### src/rtl/mem_arbiter.sv
// Arbitrates the single unified memory port between the fetch and load/store requesters.
// Optional BUSY-state watchdog enabled by defining MEM_ARB_TIMEOUT_EN.
module mem_arbiter #(
  parameter int unsigned XLEN    = 32,
  parameter int unsigned TIMEOUT = 16
) (
  input  logic            clk,
  input  logic            rst_n,
  input  logic            if_req,
  input  logic [XLEN-1:0] if_addr,
  output logic [XLEN-1:0] if_rdata,
  output logic            if_done,
  input  logic            d_req,
  input  logic            d_we,
  input  logic [XLEN-1:0] d_addr,
  input  logic [XLEN-1:0] d_wdata,
  output logic [XLEN-1:0] d_rdata,
  output logic            d_done,
  output logic            err,
  output logic            busy,
  output logic            mem_req,
  output logic            mem_we,
  output logic [XLEN-1:0] mem_addr,
  output logic [XLEN-1:0] mem_wdata,
  input  logic [XLEN-1:0] mem_rdata,
  input  logic            mem_ready
);

  typedef enum logic [1:0] {ST_IDLE, ST_BUSY, ST_RESP} state_e;
  typedef enum logic {OWN_FETCH, OWN_DATA} owner_e;

  state_e          state_q, state_d;
  owner_e          owner_q, owner_d;
  logic            mem_req_q, mem_req_d;
  logic            mem_we_q, mem_we_d;
  logic [XLEN-1:0] mem_addr_q, mem_addr_d;
  logic [XLEN-1:0] mem_wdata_q, mem_wdata_d;
  logic [XLEN-1:0] rdata_q, rdata_d;
  logic            if_done_q, if_done_d;
  logic            d_done_q, d_done_d;
  logic            err_q, err_d;
  logic            busy_q, busy_d;

`ifdef MEM_ARB_TIMEOUT_EN
  localparam int unsigned CNT_W = 8;
  localparam logic [CNT_W-1:0] CNT_LIMIT = CNT_W'(TIMEOUT - 1);
  logic [CNT_W-1:0] cnt_q, cnt_d;
`else
  logic unused_timeout_c;
  assign unused_timeout_c = ^32'(TIMEOUT);
`endif

  // Next-state and registered-output computation
  always_comb begin
    state_d     = state_q;
    owner_d     = owner_q;
    mem_we_d    = mem_we_q;
    mem_addr_d  = mem_addr_q;
    mem_wdata_d = mem_wdata_q;
    rdata_d     = rdata_q;
    if_done_d   = 1'b0;
    d_done_d    = 1'b0;
    err_d       = 1'b0;
`ifdef MEM_ARB_TIMEOUT_EN
    cnt_d       = cnt_q;
`endif
    unique case (state_q)
      ST_IDLE: begin
        if (d_req) begin
          state_d     = ST_BUSY;
          owner_d     = OWN_DATA;
          mem_addr_d  = d_addr;
          mem_we_d    = d_we;
          mem_wdata_d = d_wdata;
`ifdef MEM_ARB_TIMEOUT_EN
          cnt_d       = '0;
`endif
        end else if (if_req) begin
          state_d     = ST_BUSY;
          owner_d     = OWN_FETCH;
          mem_addr_d  = if_addr;
          mem_we_d    = 1'b0;
          mem_wdata_d = '0;
`ifdef MEM_ARB_TIMEOUT_EN
          cnt_d       = '0;
`endif
        end
      end
      ST_BUSY: begin
        if (mem_ready) begin
          state_d   = ST_RESP;
          if_done_d = (owner_q == OWN_FETCH);
          d_done_d  = (owner_q == OWN_DATA);
          // Stores leave the read-data register untouched
          if ((owner_q == OWN_FETCH) || !mem_we_q) begin
            rdata_d = mem_rdata;
          end
        end
`ifdef MEM_ARB_TIMEOUT_EN
        else if (cnt_q == CNT_LIMIT) begin
          state_d   = ST_RESP;
          if_done_d = (owner_q == OWN_FETCH);
          d_done_d  = (owner_q == OWN_DATA);
          err_d     = 1'b1;
          rdata_d   = '0;
        end else begin
          cnt_d = cnt_q + CNT_W'(1);
        end
`endif
      end
      ST_RESP: begin
        state_d = ST_IDLE;
      end
      default: begin
        state_d = ST_IDLE;
      end
    endcase
    mem_req_d = (state_d == ST_BUSY);
    busy_d    = (state_d != ST_IDLE);
  end

  always_ff @(posedge clk or negedge rst_n) begin
    if (!rst_n) begin
      state_q     <= ST_IDLE;
      owner_q     <= OWN_FETCH;
      mem_req_q   <= 1'b0;
      mem_we_q    <= 1'b0;
      mem_addr_q  <= '0;
      mem_wdata_q <= '0;
      rdata_q     <= '0;
      if_done_q   <= 1'b0;
      d_done_q    <= 1'b0;
      err_q       <= 1'b0;
      busy_q      <= 1'b0;
`ifdef MEM_ARB_TIMEOUT_EN
      cnt_q       <= '0;
`endif
    end else begin
      state_q     <= state_d;
      owner_q     <= owner_d;
      mem_req_q   <= mem_req_d;
      mem_we_q    <= mem_we_d;
      mem_addr_q  <= mem_addr_d;
      mem_wdata_q <= mem_wdata_d;
      rdata_q     <= rdata_d;
      if_done_q   <= if_done_d;
      d_done_q    <= d_done_d;
      err_q       <= err_d;
      busy_q      <= busy_d;
`ifdef MEM_ARB_TIMEOUT_EN
      cnt_q       <= cnt_d;
`endif
    end
  end

  assign if_rdata  = rdata_q;
  assign d_rdata   = rdata_q;
  assign if_done   = if_done_q;
  assign d_done    = d_done_q;
  assign err       = err_q;
  assign busy      = busy_q;
  assign mem_req   = mem_req_q;
  assign mem_we    = mem_we_q;
  assign mem_addr  = mem_addr_q;
  assign mem_wdata = mem_wdata_q;

endmodule

### config.mk
export PLATFORM = sky130hd
export DESIGN_NAME = mem_arbiter
export DESIGN_NICKNAME = d
export VERILOG_FILES = /design/src/rtl/mem_arbiter.sv
export SDC_FILE = /design/constraint.sdc
export NUM_CORES = 1
export LEC_CHECK = 0
export CAP_MARGIN = 5
export CORE_MARGIN = 3
export CORE_UTILIZATION = 35
export DETAILED_ROUTE_END_ITERATION = 8
export DONT_BUFFER_PORTS = 1
export GPL_TIMING_DRIVEN = 1
export PLACE_DENSITY = 0.55
export SLEW_MARGIN = 40
export SYNTH_ARGS = -nofsm -noshare
export SYNTH_HDL_FRONTEND = slang
export SYNTH_SLANG_ARGS = --single-unit
### constraint.sdc
create_clock -name clk -period 4.1 [get_ports clk]
set_input_delay 0.41 -clock clk [delete_from_list [all_inputs] [get_ports clk]]
set_output_delay 0.41 -clock clk [all_outputs]
set_load 0.01 [all_outputs]
======== Word-level counts from Yosys, hierarchy flattened ========
Cells that the tools add are included.
word-level totals
  input bits .............................. 134
  output and inout bits ................... 134
  flip-flop bits (word level) ............. 104
operators by class
  reduce and logical (&&, ||, !) cells .... 7
  bitwise operators ....................... 1
  equality and inequality tests ........... 2
  muxes and demuxes ....................... 15
operators by type and width
  cell                number
  $mux 32             4
  $mux 1              7
  $mux 2              3
  $eq 2x1->1 const B  2
  $pmux 2 s2          1
  $reduce_bool 2->1   2
  $reduce_and 3->1    1
  $logic_not 2->1     1
  $reduce_and 2->1    1
  $logic_not 1->1     1
  $logic_or 1x1->1    1
  $not 1->1           1

======== Depth between registers and ports, before layout ========
  depth after elaboration ................. 4
  gate-level depth with buffers ........... 5
  gate-level depth less buffers ........... 3

======== Worst setup path before layout ========
OpenSTA, ideal clock, no wires.
  path type ............................... input port to flip-flop
  from .................................... input d_req
  to ...................................... register mem_addr_q[6], in the netlist mem_addr[6]
  data required time ...................... 3.975 ns
  library setup time ...................... 0.125 ns
  stages .................................. 4
  arrival time ............................ 1.295 ns
  slack ................................... 2.681 ns
  buffers on the path ..................... 2
  cell sequence ........................... buf_2 buf_6 mux2_2 mux2_2
on the way
  cells in the longest elaborated chain, start to end .. 2
  elaborated cells between the ends (all ways) .. 3
  those cells by class .................... 1 x mux; 2 x reduce/logical
RTL lines
  element                             line  text
  start: declaration                  13    input logic d_req,
  $reduce_bool 2->1 (no source line)  n/a
  $reduce_and 2->1 (no source line)   n/a
  end signal: assignment              143   mem_addr_q <= mem_addr_d;
  end: declaration                    36    logic [XLEN-1:0] mem_addr_q, mem_addr_d;
Several ways; a longest one is shown, not always the timed one.
A chain may end at the register's enable or synchronous reset.

======== Worst setup path after layout ========
  from .................................... register state_q[0]
  to ...................................... register mem_addr_q[13], in the netlist mem_addr[13]
on the way
  cells in the longest elaborated chain, start to end .. 2
RTL lines
  element                            line  text
  start: declaration                 32    state_e state_q, state_d;
  start signal: assignment           139   state_q <= state_d;
  $logic_not 2->1                    67    unique case (state_q)
  $reduce_and 2->1 (no source line)  n/a
No other way between the ends.

==> flow_metrics.env <==
export IMPL_syn_inst=299
export IMPL_clk_latency_ps=350
export IMPL_setup_viol=0
export IMPL_area_delta_synth_final_pct=3.07
export IMPL_die_area_um2=14600
export IMPL_cts_clk_slew_worst_paths_ps=70
export IMPL_cts_tree="built"
export IMPL_seq_area_um2=2600
export IMPL_final_hold_viol_count=8
export IMPL_cp_max_fo=48
export IMPL_skew_ps=5.70
export IMPL_timing_final_crit_share_pct=45.2
export IMPL_crit_start="state_q[0]$_DFF_PN0_"
export IMPL_reg2reg_depth=4
export IMPL_synth_area_um2=4610
export IMPL_drive_gt1_share_pct=44.0
export IMPL_globalplace_congestion=0.707
export IMPL_fin_tns_setup_ps=0
export IMPL_fill_cells=1196
export IMPL_root_buffer="clkbuf_16"
export IMPL_ys_seq_area_share_pct=56.4
export IMPL_post_place_ws_ps=2050
export IMPL_grt_total_usage_pct=13.1
export IMPL_yosys_area_top_type="dfrtp_1"
export IMPL_fmax_mhz=539
export IMPL_critical_path_max_stage_delay_ps=560
export IMPL_cts_buffers=9
export IMPL_ys_warn_count=0
export IMPL_p_per_area_nw_per_um2=880
export IMPL_violations="negative hold slack"
export IMPL_rsz0062_at_grt="no"
export IMPL_dp_hpwl_mm=6.92
export IMPL_yosys_area_top_type_share_pct=56.4
export IMPL_core_area_um2=12800
export IMPL_holdWs_ps=-5.85
export IMPL_die_x_um=121
export IMPL_diodes=0
export IMPL_maxCapViolCount=0
export IMPL_grt_pass1_vias=2470
export IMPL_cp_top_family="buffers and inverters"
export IMPL_crit_chain="nor2_2 > o21ai_4 > buf_4 > mux2_2"
export IMPL_critPathBufInv=1
export IMPL_crit_path_top_delay_cell="buf_4"
export IMPL_cp_end_kind="flop"
export IMPL_cp_required_ps=4330
export IMPL_met3_usage_pct=7.11
export IMPL_grt_busiest_layer="met2"
export IMPL_ff2ff_setup_slack_ps=2250
export IMPL_timing_rr_start="state_q[0]$_DFF_PN0_"
export IMPL_critPathArrivalTime_ps=2090
export IMPL_crit_end="mem_addr[13]$_DFFE_PN0P_"
export IMPL_drt_iter0_drc=78
export IMPL_multiInputGateArea_um2=1590
export IMPL_yosys_cell_types_count=21
export IMPL_cts_path_max_buffers=2
export IMPL_io_buffers=0
export IMPL_cp_start_kind="flop"
export IMPL_htreeDepth=3
export IMPL_min_path_type="in -> async"
export IMPL_cp_num_cells=4
export IMPL_drv_slew=0
export IMPL_grt_pass1_wl_mm=14.4
export IMPL_p_leak_nw=2.15
export IMPL_ir_drop_uv=310
export IMPL_grt_max_degree=105
export IMPL_post_drt_wl_per_cell_um=22.2
export IMPL_worst_slack_ps=2250
export IMPL_overflow=0
export IMPL_syn_num_nets=433
export IMPL_status="finished, violations left"
export IMPL_dieHeight_um=121
export IMPL_ys_seq_elements=104
export IMPL_viasPerCell=5.15
export IMPL_fin_crit_ps=1850
export IMPL_syn_mean_instance_area_um2=15.4
export IMPL_start_util_pct=36.1
export IMPL_layout_nets=396
export IMPL_std_cell_rows=41
export IMPL_post_cts_setup_buffer_count=0
export IMPL_met1_usage_pct=15.0
export IMPL_worst_slew_pin_slew_ps=611
export IMPL_wl_mm=9.72
export IMPL_synth_area_top_cells="dfrtp_1 (56%), mux2_2 (16%), mux2_4 (9.8%)"
export IMPL_dr_pass1_iters=4
export IMPL_drc=0
export IMPL_postRouteAntennaNets=0
export IMPL_clock_sinks=104
export IMPL_ios=268
export IMPL_slew_headroom_pct=59.1
export IMPL_r2r_end="mem_addr[13]$_DFFE_PN0P_"
export IMPL_antenna_found_initial=0
export IMPL_criticalPathCategory="reg -> reg"
export IMPL_num_vias=2257
export IMPL_grt_util_met2_pct=20.8
## metal layers
metal / wire (um) / part of all wire [%] / vias up
met3: 1130 / 12 / 9
li1: - / - / 947
met2: 4870 / 50 / 174
met4: 122 / 1.3 / 0
met5: 0 / 0 / -
met1: 3600 / 37 / 1127
## area by class of cell
type	count	area share, %
Timing Repair Buffer	3	0.895
Inverter	1	0.0790
Sequential cell	104	54.8
Multi-Input combinational cell	143	33.5
Clock inverter	4	1.13
Tap cell	172	4.53
Clock buffer	11	5.11
## worst register-to-register path, cell delays in order, from the launching register on
cell     delay [ps]
dfrtp_1         420
nor2_2           90
o21ai_4         230
buf_4           570
mux2_2          430
## through the flow
stage	cells	utilization [%]	total power, mW	instance area, um^2
floorplan	299	-	3.36	4610
global placement	422	34.7	3.31	4430
detailed placement	422	34.7	3.35	4430
CTS	438	37.2	4.26	4750
global route	438	37.2	4.44	4750
finish	438	37.2	4.18	4750
## Yosys cell counts
master,instances
and2_1,2
nor2_1,1
o21ai_2,1
nor2_2,1
buf_4,36
inv_1,1
o21ai_0,2
clkbuf_1,1
buf_2,6
nand3b_4,1
mux2_2,66
conb_1,1
a21o_4,1
or2b_1,1
a21o_1,1
dfrtp_1,104
a22o_1,33
buf_6,5
nand2_1,2
buf_12,3
mux2_4,30
## where the power goes
| part | internal (mW) | leakage, nW | switching (mW) |
|---|---|---|---|
| sequential | 1.54 | 1.26 | 0.778 |
| combinational | 0.635 | 0.748 | 0.370 |
| clock | 0.489 | 0.138 | 0.367 |
## cells in the final DEF (no fill, tap or decap), drive strengths merged
cell type    n
a22o        33
clkinvlp     2
and2         2
nor2         2
dfrtp      104
conb         1
buf          3
mux2        96
inv          2
nand2        2
nand3b       1
or2b         1
a21o         2
clkbuf      11
bufinv       1
o21ai        3
## worst min path at each step
stage / endpoint / slack (ps) / cells after the start
final: mem_addr[12]$_DFFE_PN0P_ / -6 / 1
after global routing: mem_addr[12]$_DFFE_PN0P_ / 3 / 1
after CTS: mem_wdata[4]$_DFFE_PN0P_ / 10 / 1
after detailed placement: mem_addr[16]$_DFFE_PN0P_ / 120 / 0
after global placement: mem_addr[16]$_DFFE_PN0P_ / 120 / 0
after floorplan: busy$_DFF_PN0_ / 110 / 0
## logic make-up after synthesis
family          after synthesis  synth area share (%)
flops                       104                  56.4
other cells                   1                0.0813
buf+inv                      52                  9.20
mux                          96                  25.9
simple gates                  8                  1.25
compound gates               38                  7.16
## registers in the layout, summed over array words and instances (netlist names)
name / cells
busy: 1
d_done: 1
d_rdata: 32
if_done: 1
mem_addr: 32
mem_req: 1
mem_wdata: 32
mem_we: 1
owner_q: 1
state_q: 2
## repair_timing
action	in CTS	in global routing
endpoints found under the setup margin	0	0
hold buffers	1	0
hold endpoints to repair	104	0
gates resized for setup	0	0
Power figures use the tool's default switching activity.
